===== config.mk =====
export PLATFORM = sky130hd
export DESIGN_NAME = operand_read
export DESIGN_NICKNAME = d
export VERILOG_FILES = /design/src/rtl/operand_read.sv
export SDC_FILE = /design/constraint.sdc
export NUM_CORES = 1
export LEC_CHECK = 0
export CORE_ASPECT_RATIO = 1.4
export CORE_MARGIN = 2
export CORE_UTILIZATION = 38
export CTS_CLUSTER_DIAMETER = 200
export DETAILED_ROUTE_END_ITERATION = 7
export MAX_ROUTING_LAYER = met4
export PLACE_DENSITY = 0.78
export SYNTH_ARGS = -nofsm -noshare
export SYNTH_HDL_FRONTEND = slang
export SYNTH_SLANG_ARGS = --single-unit

===== constraint.sdc =====
create_clock -name clock -period 2.1 [get_ports clock]
set_input_delay 0.315 -clock clock [delete_from_list [all_inputs] [get_ports clock]]
set_output_delay 0.315 -clock clock [all_outputs]
set_load 0.005 [all_outputs]

===== src/rtl/operand_read.sv =====
// Decode/operand-read stage: splits the instruction, reads the register file,
// bypasses same-cycle writeback and latches the decode/execute register.
module operand_read #(
    parameter int          PC_W    = 12,
    parameter logic [4:0]  OP_ALU  = 5'b00000,
    parameter logic [4:0]  OP_ADDI = 5'b00101,
    parameter logic [4:0]  OP_SW   = 5'b01000,
    parameter logic [4:0]  OP_LW   = 5'b00111
) (
    input  logic            clock,
    input  logic            reset,
    input  logic [PC_W-1:0] pc_in,
    input  logic [31:0]     insn_in,
    input  logic            nop_in,
    input  logic            stall,
    input  logic            flush,
    output logic [4:0]      ctrl_readRegA,
    output logic [4:0]      ctrl_readRegB,
    input  logic [31:0]     data_readRegA,
    input  logic [31:0]     data_readRegB,
    input  logic            ctrl_writeEnable,
    input  logic [4:0]      ctrl_writeReg,
    input  logic [31:0]     data_writeReg,
    output logic [PC_W-1:0] pc_out,
    output logic [4:0]      opcode_out,
    output logic [4:0]      rd_out,
    output logic [4:0]      shamt_out,
    output logic [4:0]      aluop_out,
    output logic [31:0]     imm_out,
    output logic [26:0]     target_out,
    output logic [31:0]     valA_out,
    output logic [31:0]     valB_out,
    output logic            we_out,
    output logic            nop_out
);

    logic [4:0]  opcode;
    logic [4:0]  rd;
    logic [4:0]  rs;
    logic [4:0]  rt;
    logic [4:0]  shamt;
    logic [4:0]  aluop;
    logic [31:0] imm;
    logic [26:0] target;
    logic [31:0] op_a;
    logic [31:0] op_b;
    logic        we_dec;
    logic [4:0]  srcA_q;
    logic [4:0]  srcB_q;
    logic        refresh_a;
    logic        refresh_b;

    assign opcode = insn_in[31:27];
    assign rd     = insn_in[26:22];
    assign rs     = insn_in[21:17];
    assign rt     = insn_in[16:12];
    assign shamt  = insn_in[11:7];
    assign aluop  = insn_in[6:2];
    assign imm    = {{15{insn_in[16]}}, insn_in[16:0]};
    assign target = insn_in[26:0];

    // Stores read their data register through port B instead of rt.
    assign ctrl_readRegA = rs;
    assign ctrl_readRegB = (opcode == OP_SW) ? rd : rt;

    // Operand select: r0 forced to zero, else writeback bypass, else regfile.
    always_comb begin
        op_a = data_readRegA;
        op_b = data_readRegB;
        if (ctrl_readRegA == 5'd0)
            op_a = 32'h0;
        else if (ctrl_writeEnable && ctrl_writeReg == ctrl_readRegA)
            op_a = data_writeReg;
        if (ctrl_readRegB == 5'd0)
            op_b = 32'h0;
        else if (ctrl_writeEnable && ctrl_writeReg == ctrl_readRegB)
            op_b = data_writeReg;
    end

    // Register-writing opcodes; a write to r0 is dropped here.
    always_comb begin
        we_dec = 1'b0;
        if ((opcode == OP_ALU || opcode == OP_ADDI || opcode == OP_LW)
            && rd != 5'd0)
            we_dec = 1'b1;
    end

    // While stalled, the held operands must track writebacks to their sources.
    assign refresh_a = ctrl_writeEnable && ctrl_writeReg != 5'd0
                       && !nop_out && ctrl_writeReg == srcA_q;
    assign refresh_b = ctrl_writeEnable && ctrl_writeReg != 5'd0
                       && !nop_out && ctrl_writeReg == srcB_q;

    // Decode/execute pipeline register: flush beats stall beats load.
    always_ff @(posedge clock or negedge reset) begin
        if (!reset) begin
            pc_out     <= '0;
            opcode_out <= '0;
            rd_out     <= '0;
            shamt_out  <= '0;
            aluop_out  <= '0;
            imm_out    <= '0;
            target_out <= '0;
            valA_out   <= '0;
            valB_out   <= '0;
            we_out     <= 1'b0;
            nop_out    <= 1'b1;
            srcA_q     <= '0;
            srcB_q     <= '0;
        end else if (flush) begin
            pc_out     <= pc_in;
            opcode_out <= opcode;
            rd_out     <= rd;
            shamt_out  <= shamt;
            aluop_out  <= aluop;
            imm_out    <= imm;
            target_out <= target;
            valA_out   <= '0;
            valB_out   <= '0;
            we_out     <= 1'b0;
            nop_out    <= 1'b1;
            srcA_q     <= ctrl_readRegA;
            srcB_q     <= ctrl_readRegB;
        end else if (stall) begin
            if (refresh_a)
                valA_out <= data_writeReg;
            if (refresh_b)
                valB_out <= data_writeReg;
        end else begin
            pc_out     <= pc_in;
            opcode_out <= opcode;
            rd_out     <= rd;
            shamt_out  <= shamt;
            aluop_out  <= aluop;
            imm_out    <= imm;
            target_out <= target;
            valA_out   <= nop_in ? 32'h0 : op_a;
            valB_out   <= nop_in ? 32'h0 : op_b;
            we_out     <= we_dec & ~nop_in;
            nop_out    <= nop_in;
            srcA_q     <= ctrl_readRegA;
            srcB_q     <= ctrl_readRegB;
        end
    end

endmodule


==> results of run 1 <==
==> sequential cells by signal, indices dropped and copies added, names as in the netlist <==
| register | flops |
|---|---|
| aluop_out | 4 |
| imm_out | 9 |
| rd_out | 5 |
| pc_out | 12 |
| target_out | 5 |
| we_out | 1 |
| srcB_q | 5 |
| shamt_out | 4 |
| nop_out | 1 |
| valB_out | 32 |
| opcode_out | 5 |
| valA_out | 32 |
==> cell type report <==
type | instances | area share
sequential | 115 | 0.254
timing repair buffer | 390 | 0.353
multi-input combinational | 537 | 0.317
inverter | 6 | 0.00199
clock buffer | 21 | 0.0416
tap | 236 | 0.0261
clock inverter | 10 | 0.00531
==> cells in the mapped netlist (all sizes together) (5+ instances only) <==
library cell  number  area (um^2)
inv                6         22.5
nor2              76          293
a211oi            64          531
nor3               6         30.0
clkbuf            30          120
buf               73          563
a22oi             32          240
o21ai             36          180
dfrtp            114         2850
xnor2             11         96.3
mux2i             34          462
mux2               5         56.3
nand2            230          866
a21oi              5         25.0
xor2               6         52.6
==> through the flow <==
| stage | setup WS (ns) | TNS (ns) | util |
|---|---|---|---|
| after floorplan | -0.0552 | -1.02 | - |
| after global placement | -0.512 | -25.82 | 0.591 |
| final | -0.154 | -3.28 | 0.656 |
| after CTS | -0.186 | -3.81 | 0.626 |
| after detailed placement | -0.609 | -29.23 | 0.591 |
| after global routing | -0.247 | -5.89 | 0.656 |
==> power by group <==
part / switching, mW / internal, mW / leakage (nW)
Sequential: 0.102 / 2.36 / 1.47
Clock: 1.07 / 1.58 / 0.256
Combinational: 0.664 / 0.918 / 2.86
Total: 1.83 / 4.86 / 4.59
==> worst max-delay path by stage <==
| stage | startpoint | slack (ns) | end |
|---|---|---|---|
| after floorplan | ctrl_writeReg[4] | -0.06 | valB_out[23] |
| after global placement | ctrl_writeReg[1] | -0.51 | valB_out[0] |
| after detailed placement | ctrl_writeReg[1] | -0.61 | valB_out[11] |
| after CTS | srcB_q[4] | -0.19 | valB_out[12] |
| after global routing | srcB_q[4] | -0.25 | valB_out[16] |
| final | srcB_q[4] | -0.15 | valB_out[16] |
==> kinds of logic (layout without fill, tap and decap cells) <==
family	after synthesis	after routing
compound gates	150	150
xor+xnor	17	17
buf+inv	109	427
flops	115	115
mux	39	39
simple gates	331	331
==> metal layers <==
metal | GRT usage | part of all wire | vias to the layer above
met5 | - | 0 | -
met4 | 0.133 | 0.039 | 0
met1 | 0.275 | 0.36 | 3312
li1 | - | - | 3147
met3 | 0.0604 | 0.062 | 71
met2 | 0.447 | 0.53 | 290
==> repair_timing <==
action,CTS,global route
gates resized for setup,18,73
pin swaps,3,25
gates cloned,0,2
buffers inserted,4,5
hold buffers,1,0
setup endpoints to repair,37,62
endpoints found under the hold margin,23,0
==> worst register-to-register path, delay by kind of cell, from the launching register on <==
family	cells	cell delay [ns]
DFF	1	0.39
xor gates and xnor gates	1	0.17
buffers and inverters	2	0.36
and+or+nand+nor	3	0.76
AOI/OAI and AO/OA	1	0.20
muxes	1	0.29
==> impl_metrics.env, run 1 <==
export IMPL_routed_wl_um=24200
export IMPL_num_fill_cells=1415
export IMPL_layout_drive_gt1_share=0.189
export IMPL_ioPinCount=318
export IMPL_finalCriticalPeriod_ns=2.25
export IMPL_cpPeakStageDelay_ns=0.55
export IMPL_fmax_ghz=0.444
export IMPL_synth_nets=912
export IMPL_wl_per_cell_um=18.4
export IMPL_critical_path_buf_inv_count=2
export IMPL_hold_ws_ns=0.306
export IMPL_path_class="reg -> reg"
export IMPL_slowest_stage="or4_4"
export IMPL_hold_depth=3
export IMPL_irDropWorstVdd_mv=0.363
export IMPL_synth_xor_area_frac=0.0223
export IMPL_viasPerCell=5.19
export IMPL_crit_path_start_kind="flip-flop"
export IMPL_slew_headroom=0.679
export IMPL_cp_max_fo=9
export IMPL_clock_latency_ns=0.42
export IMPL_drv_cap=0
export IMPL_finalWorstSetupSlack_ns=-0.154
export IMPL_synth_seq_cells=115
export IMPL_synth_simple_area_share=0.198
export IMPL_period_share=1.07
export IMPL_p_per_area_nw_per_um2=591
export IMPL_seq_area_um2=2880
export IMPL_synth_compound_area_frac=0.166
export IMPL_portBuffers=317
export IMPL_synth_edf_count=0
export IMPL_drc_errors=0
export IMPL_tightest_slew_ns=0.482
export IMPL_violations="setup timing"
export IMPL_multiInputGateArea_um2=3590
export IMPL_drt_pass1_iterations=5
export IMPL_start_util=0.387
export IMPL_crit_family="simple AND/OR/NAND/NOR gates"
export IMPL_slew_violations=0
export IMPL_num_antenna_cells=0
export IMPL_die_height_um=161
export IMPL_via_count=6820
export IMPL_htree_levels=4
export IMPL_clockRootBuffer="clkbuf_16"
export IMPL_cts_buffers=17
export IMPL_rsz0062_at_grt="true"
export IMPL_path_clk_slew_ns=0.06
export IMPL_drtAntennaViolNets=0
export IMPL_synth_ff_type="dfrtp_1"
export IMPL_p_leak_nw=4.59
export IMPL_regToRegStartpoint="srcB_q[4]"
export IMPL_cp_required_ns=2.42
export IMPL_fin_nets=1218
export IMPL_place_area_um2=10200
export IMPL_grt_pass1_vias=6964
export IMPL_hold_path_class="in -> reg"
export IMPL_clk_path_buf_depth=2
export IMPL_path_cells="xor2_1, or4_4, nor2_4, buf_12, clkbuf_16, mux2i_4, nor2_1, a211oi_1"
export IMPL_async_flop_share=1.00
export IMPL_antenna_found_initial=0
export IMPL_r2r_cells=8
export IMPL_final_cell_mix="clkdlybuf4s50_1 (301), nand2_1 (229), dfrtp_1 (114), nor2_1 (64), buf_4 (50)"
export IMPL_reg2reg_slack_ns=-0.15
export IMPL_clock_sinks=115
export IMPL_drtIter0Drc=359
export IMPL_status="complete, but fails checks"
export IMPL_power_total_mw=6.69
export IMPL_stdcell_area_um2=11300
export IMPL_synthMuxAreaShare=0.0775
export IMPL_grt_max_degree=53
export IMPL_final_common_cell="clkdlybuf4s50_1"
export IMPL_grt_first_pass_wirelength_um=36500
export IMPL_arrival_ns=2.58
export IMPL_ys_seq_area_frac=0.431
export IMPL_areaGrowthSynthToFinish_pct=69.4
export IMPL_min_from="insn_in[28]"
export IMPL_setup_viol=32
export IMPL_regToRegEndpoint="valB_out[16]"
export IMPL_netlist_instances=761
export IMPL_min_to="opcode_out[1]"
export IMPL_dieWidth_um=116
export IMPL_cts_tree="yes"
export IMPL_cp_num_cells=8
export IMPL_place_hpwl_um=16700
export IMPL_core_area_um2=17300
export IMPL_hold_viol=0
export IMPL_synthAdderAreaFrac=0
export IMPL_yosys_cell_types_count=47
export IMPL_instances_no_fill=1315
export IMPL_gp_congestion=0.835
export IMPL_dieArea_um2=18700
export IMPL_netlist_area_um2=6680
export IMPL_synth_top_family_by_area="simple AND/OR/NAND/NOR gates"
export IMPL_synth_area_per_cell_um2=8.78
export IMPL_grt_usage=0.260
export IMPL_rows=57
export IMPL_endpoint_kind="flip-flop"
export IMPL_dp_cells=1273
export IMPL_grt_overflow=0
export IMPL_finClkSkew_ns=0.00484
export IMPL_yosys_warnings=0
No activity file was read; power rests on OpenSTA's default activity.
==> run 2: changes to the inputs <==
CORE_UTILIZATION = 39   (was 38)
CTS_BUF_LIST = sky130_fd_sc_hd__clkbuf_8   (was not set)
PLACE_DENSITY = 0.8   (was 0.78)
==> impl_metrics.env, run 2 (synthesis results as in run 1) <==
export IMPL_status="complete, but fails checks"
export IMPL_violations="setup timing"
export IMPL_cp_required_ns=2.44
export IMPL_stdcell_area_um2=11200
export IMPL_dieArea_um2=18200
export IMPL_multiInputGateArea_um2=3580
export IMPL_grt_pass1_vias=6979
export IMPL_top_regs="valA_out: 32 flops, valB_out: 32 flops, pc_out: 12 flops"
export IMPL_portBuffers=317
export IMPL_clockPowerShare=0.333
export IMPL_htree_levels=4
export IMPL_die_height_um=159
export IMPL_drtIter0Drc=428
export IMPL_antenna_found_initial=1
export IMPL_setup_tns_final_ns=-4.55
export IMPL_drtAntennaViolNets=0
export IMPL_via_count=6866
export IMPL_routed_wl_um=24300
export IMPL_grt_first_pass_wirelength_um=37000
export IMPL_regToRegStartpoint="nop_out"
export IMPL_viasPerCell=5.33
export IMPL_path_clk_slew_ns=0.08
export IMPL_hold_viol=0
export IMPL_endpoint_kind="flip-flop"
export IMPL_p_sw_frac=0.281
export IMPL_period_share=1.11
export IMPL_drv_cap=0
export IMPL_rsz0062_at_grt="true"
export IMPL_cp_startpoint="nop_out"
export IMPL_reg2reg_slack_ns=-0.22
export IMPL_fin_nets=1222
export IMPL_fmax_ghz=0.430
export IMPL_final_common_cell="clkdlybuf4s50_1"
export IMPL_finClkSkew_ns=0.00972
export IMPL_finalCriticalPeriod_ns=2.32
export IMPL_core_area_um2=16700
export IMPL_seq_area_um2=2880
export IMPL_intPower_mw=4.38
export IMPL_cts_tree="yes"
export IMPL_grt_usage=0.271
export IMPL_place_hpwl_um=16600
export IMPL_ioPinCount=318
export IMPL_endpoint="valB_out[10]"
export IMPL_power_frac_seq=0.404
export IMPL_finalWorstSetupSlack_ns=-0.225
export IMPL_layout_drive_gt1_share=0.188
export IMPL_clock_latency_ns=0.45
export IMPL_grt_max_degree=66
export IMPL_r2r_cells=8
export IMPL_final_cell_mix="clkdlybuf4s50_1 (301), nand2_1 (229), dfrtp_1 (114), nor2_1 (59), buf_4 (52)"
export IMPL_regToRegEndpoint="valB_out[10]"
export IMPL_clockRootBuffer="clkbuf_8"
export IMPL_p_per_area_nw_per_um2=545
export IMPL_drt_pass1_iterations=6
export IMPL_grt_overflow=0
export IMPL_cp_max_fo=7
export IMPL_clk_path_buf_depth=2
export IMPL_start_util=0.399
export IMPL_p_switching_mw=1.71
export IMPL_slew_violations=0
export IMPL_num_fill_cells=1282
export IMPL_clock_sinks=115
export IMPL_dp_cells=1241
export IMPL_tightest_slew_ns=0.420
export IMPL_slew_headroom=0.720
export IMPL_p_comb_frac=0.263
export IMPL_rows=56
export IMPL_irDropWorstVdd_mv=0.327
export IMPL_areaGrowthSynthToFinish_pct=67.3
export IMPL_dieWidth_um=115
export IMPL_hold_ws_ns=0.326
export IMPL_wl_per_cell_um=18.8
export IMPL_gp_congestion=0.892
export IMPL_arrival_ns=2.67
export IMPL_setup_viol=32
export IMPL_place_area_um2=10100
export IMPL_p_leak_nw=4.55
export IMPL_drc_errors=0
export IMPL_instances_no_fill=1288
export IMPL_cts_buffers=17
export IMPL_final_util=0.668
export IMPL_crit_path_start_kind="flip-flop"
export IMPL_path_class="reg -> reg"
export IMPL_hold_path_class="in -> async"
## run 2: worst min path at each step
| stage | from | depth (start not counted) | endpoint | slack (ns) |
|---|---|---|---|---|
| after floorplan | reset | 0 | aluop_out[0] | 0.02 |
| after global placement | reset | 1 | valB_out[17] | 0.26 |
| final | reset | 2 | valB_out[17] | 0.33 |
| after global routing | reset | 2 | valB_out[17] | 0.34 |
| after detailed placement | reset | 1 | valB_out[17] | 0.26 |
| after CTS | insn_in[28] | 4 | opcode_out[1] | 0.30 |
## run 2: area by class of cell
type / count / area share
repair buffers: 394 / 0.364
multi-input cells: 537 / 0.320
flip-flops and latches: 115 / 0.257
clock buffers: 19 / 0.0234
well taps: 203 / 0.0227
clock inverters: 13 / 0.0106
inverters: 6 / 0.00201
diodes: 1 / 0.000224
## run 2: per-stage QoR
| step | setup slack, ns | total power [mW] |
|---|---|---|
| detailed placement | -0.581 | 4.01 |
| CTS | -0.190 | 6.11 |
| global placement | -0.526 | 3.98 |
| global route | -0.256 | 6.37 |
| floorplan | -0.0552 | 3.07 |
| finish | -0.225 | 6.09 |
## run 2: critical path, cell delays in order, from the launching register on
cell      delay (ns)
dfstp_2         0.37
or2b_1          0.24
or4_4           0.57
nor2_4          0.12
buf_12          0.16
buf_16          0.17
mux2i_4         0.26
nor2_1          0.07
a211oi_1        0.25
## run 2: metal layers
layer  up-vias  routed length [um]  global-route usage
met2       327               12900               0.460
met3        70                1350              0.0492
met1      3309                8960               0.296
met5         -                   0                   -
met4         0                1070               0.146
li1       3160                   -                   -
## run 2: what timing repair did
action,in CTS,in global routing
hold buffers,1,0
gates cloned,4,3
setup buffers,7,1
pin swaps,8,34
endpoints found under the hold margin,23,0
resized for setup,44,52
endpoints found under the setup margin,40,65
## run 2: power by group through the flow
stage	Sequential, mW	Clock, mW	Combinational [mW]
after CTS	2.46	2.09	1.56
after global placement	2.49	0	1.49
after floorplan	2.50	0	0.569
after detailed placement	2.50	0	1.51
final	2.46	2.03	1.60
after global routing	2.48	2.18	1.72
==> run 3: changes to the inputs <==
CTS_CLUSTER_DIAMETER = 80   (was 200)
GPL_ROUTABILITY_DRIVEN = 0   (was not set)
==> results of run 3 <==
Same layout as run 2: the final DEF is identical, and so are final timing and power.
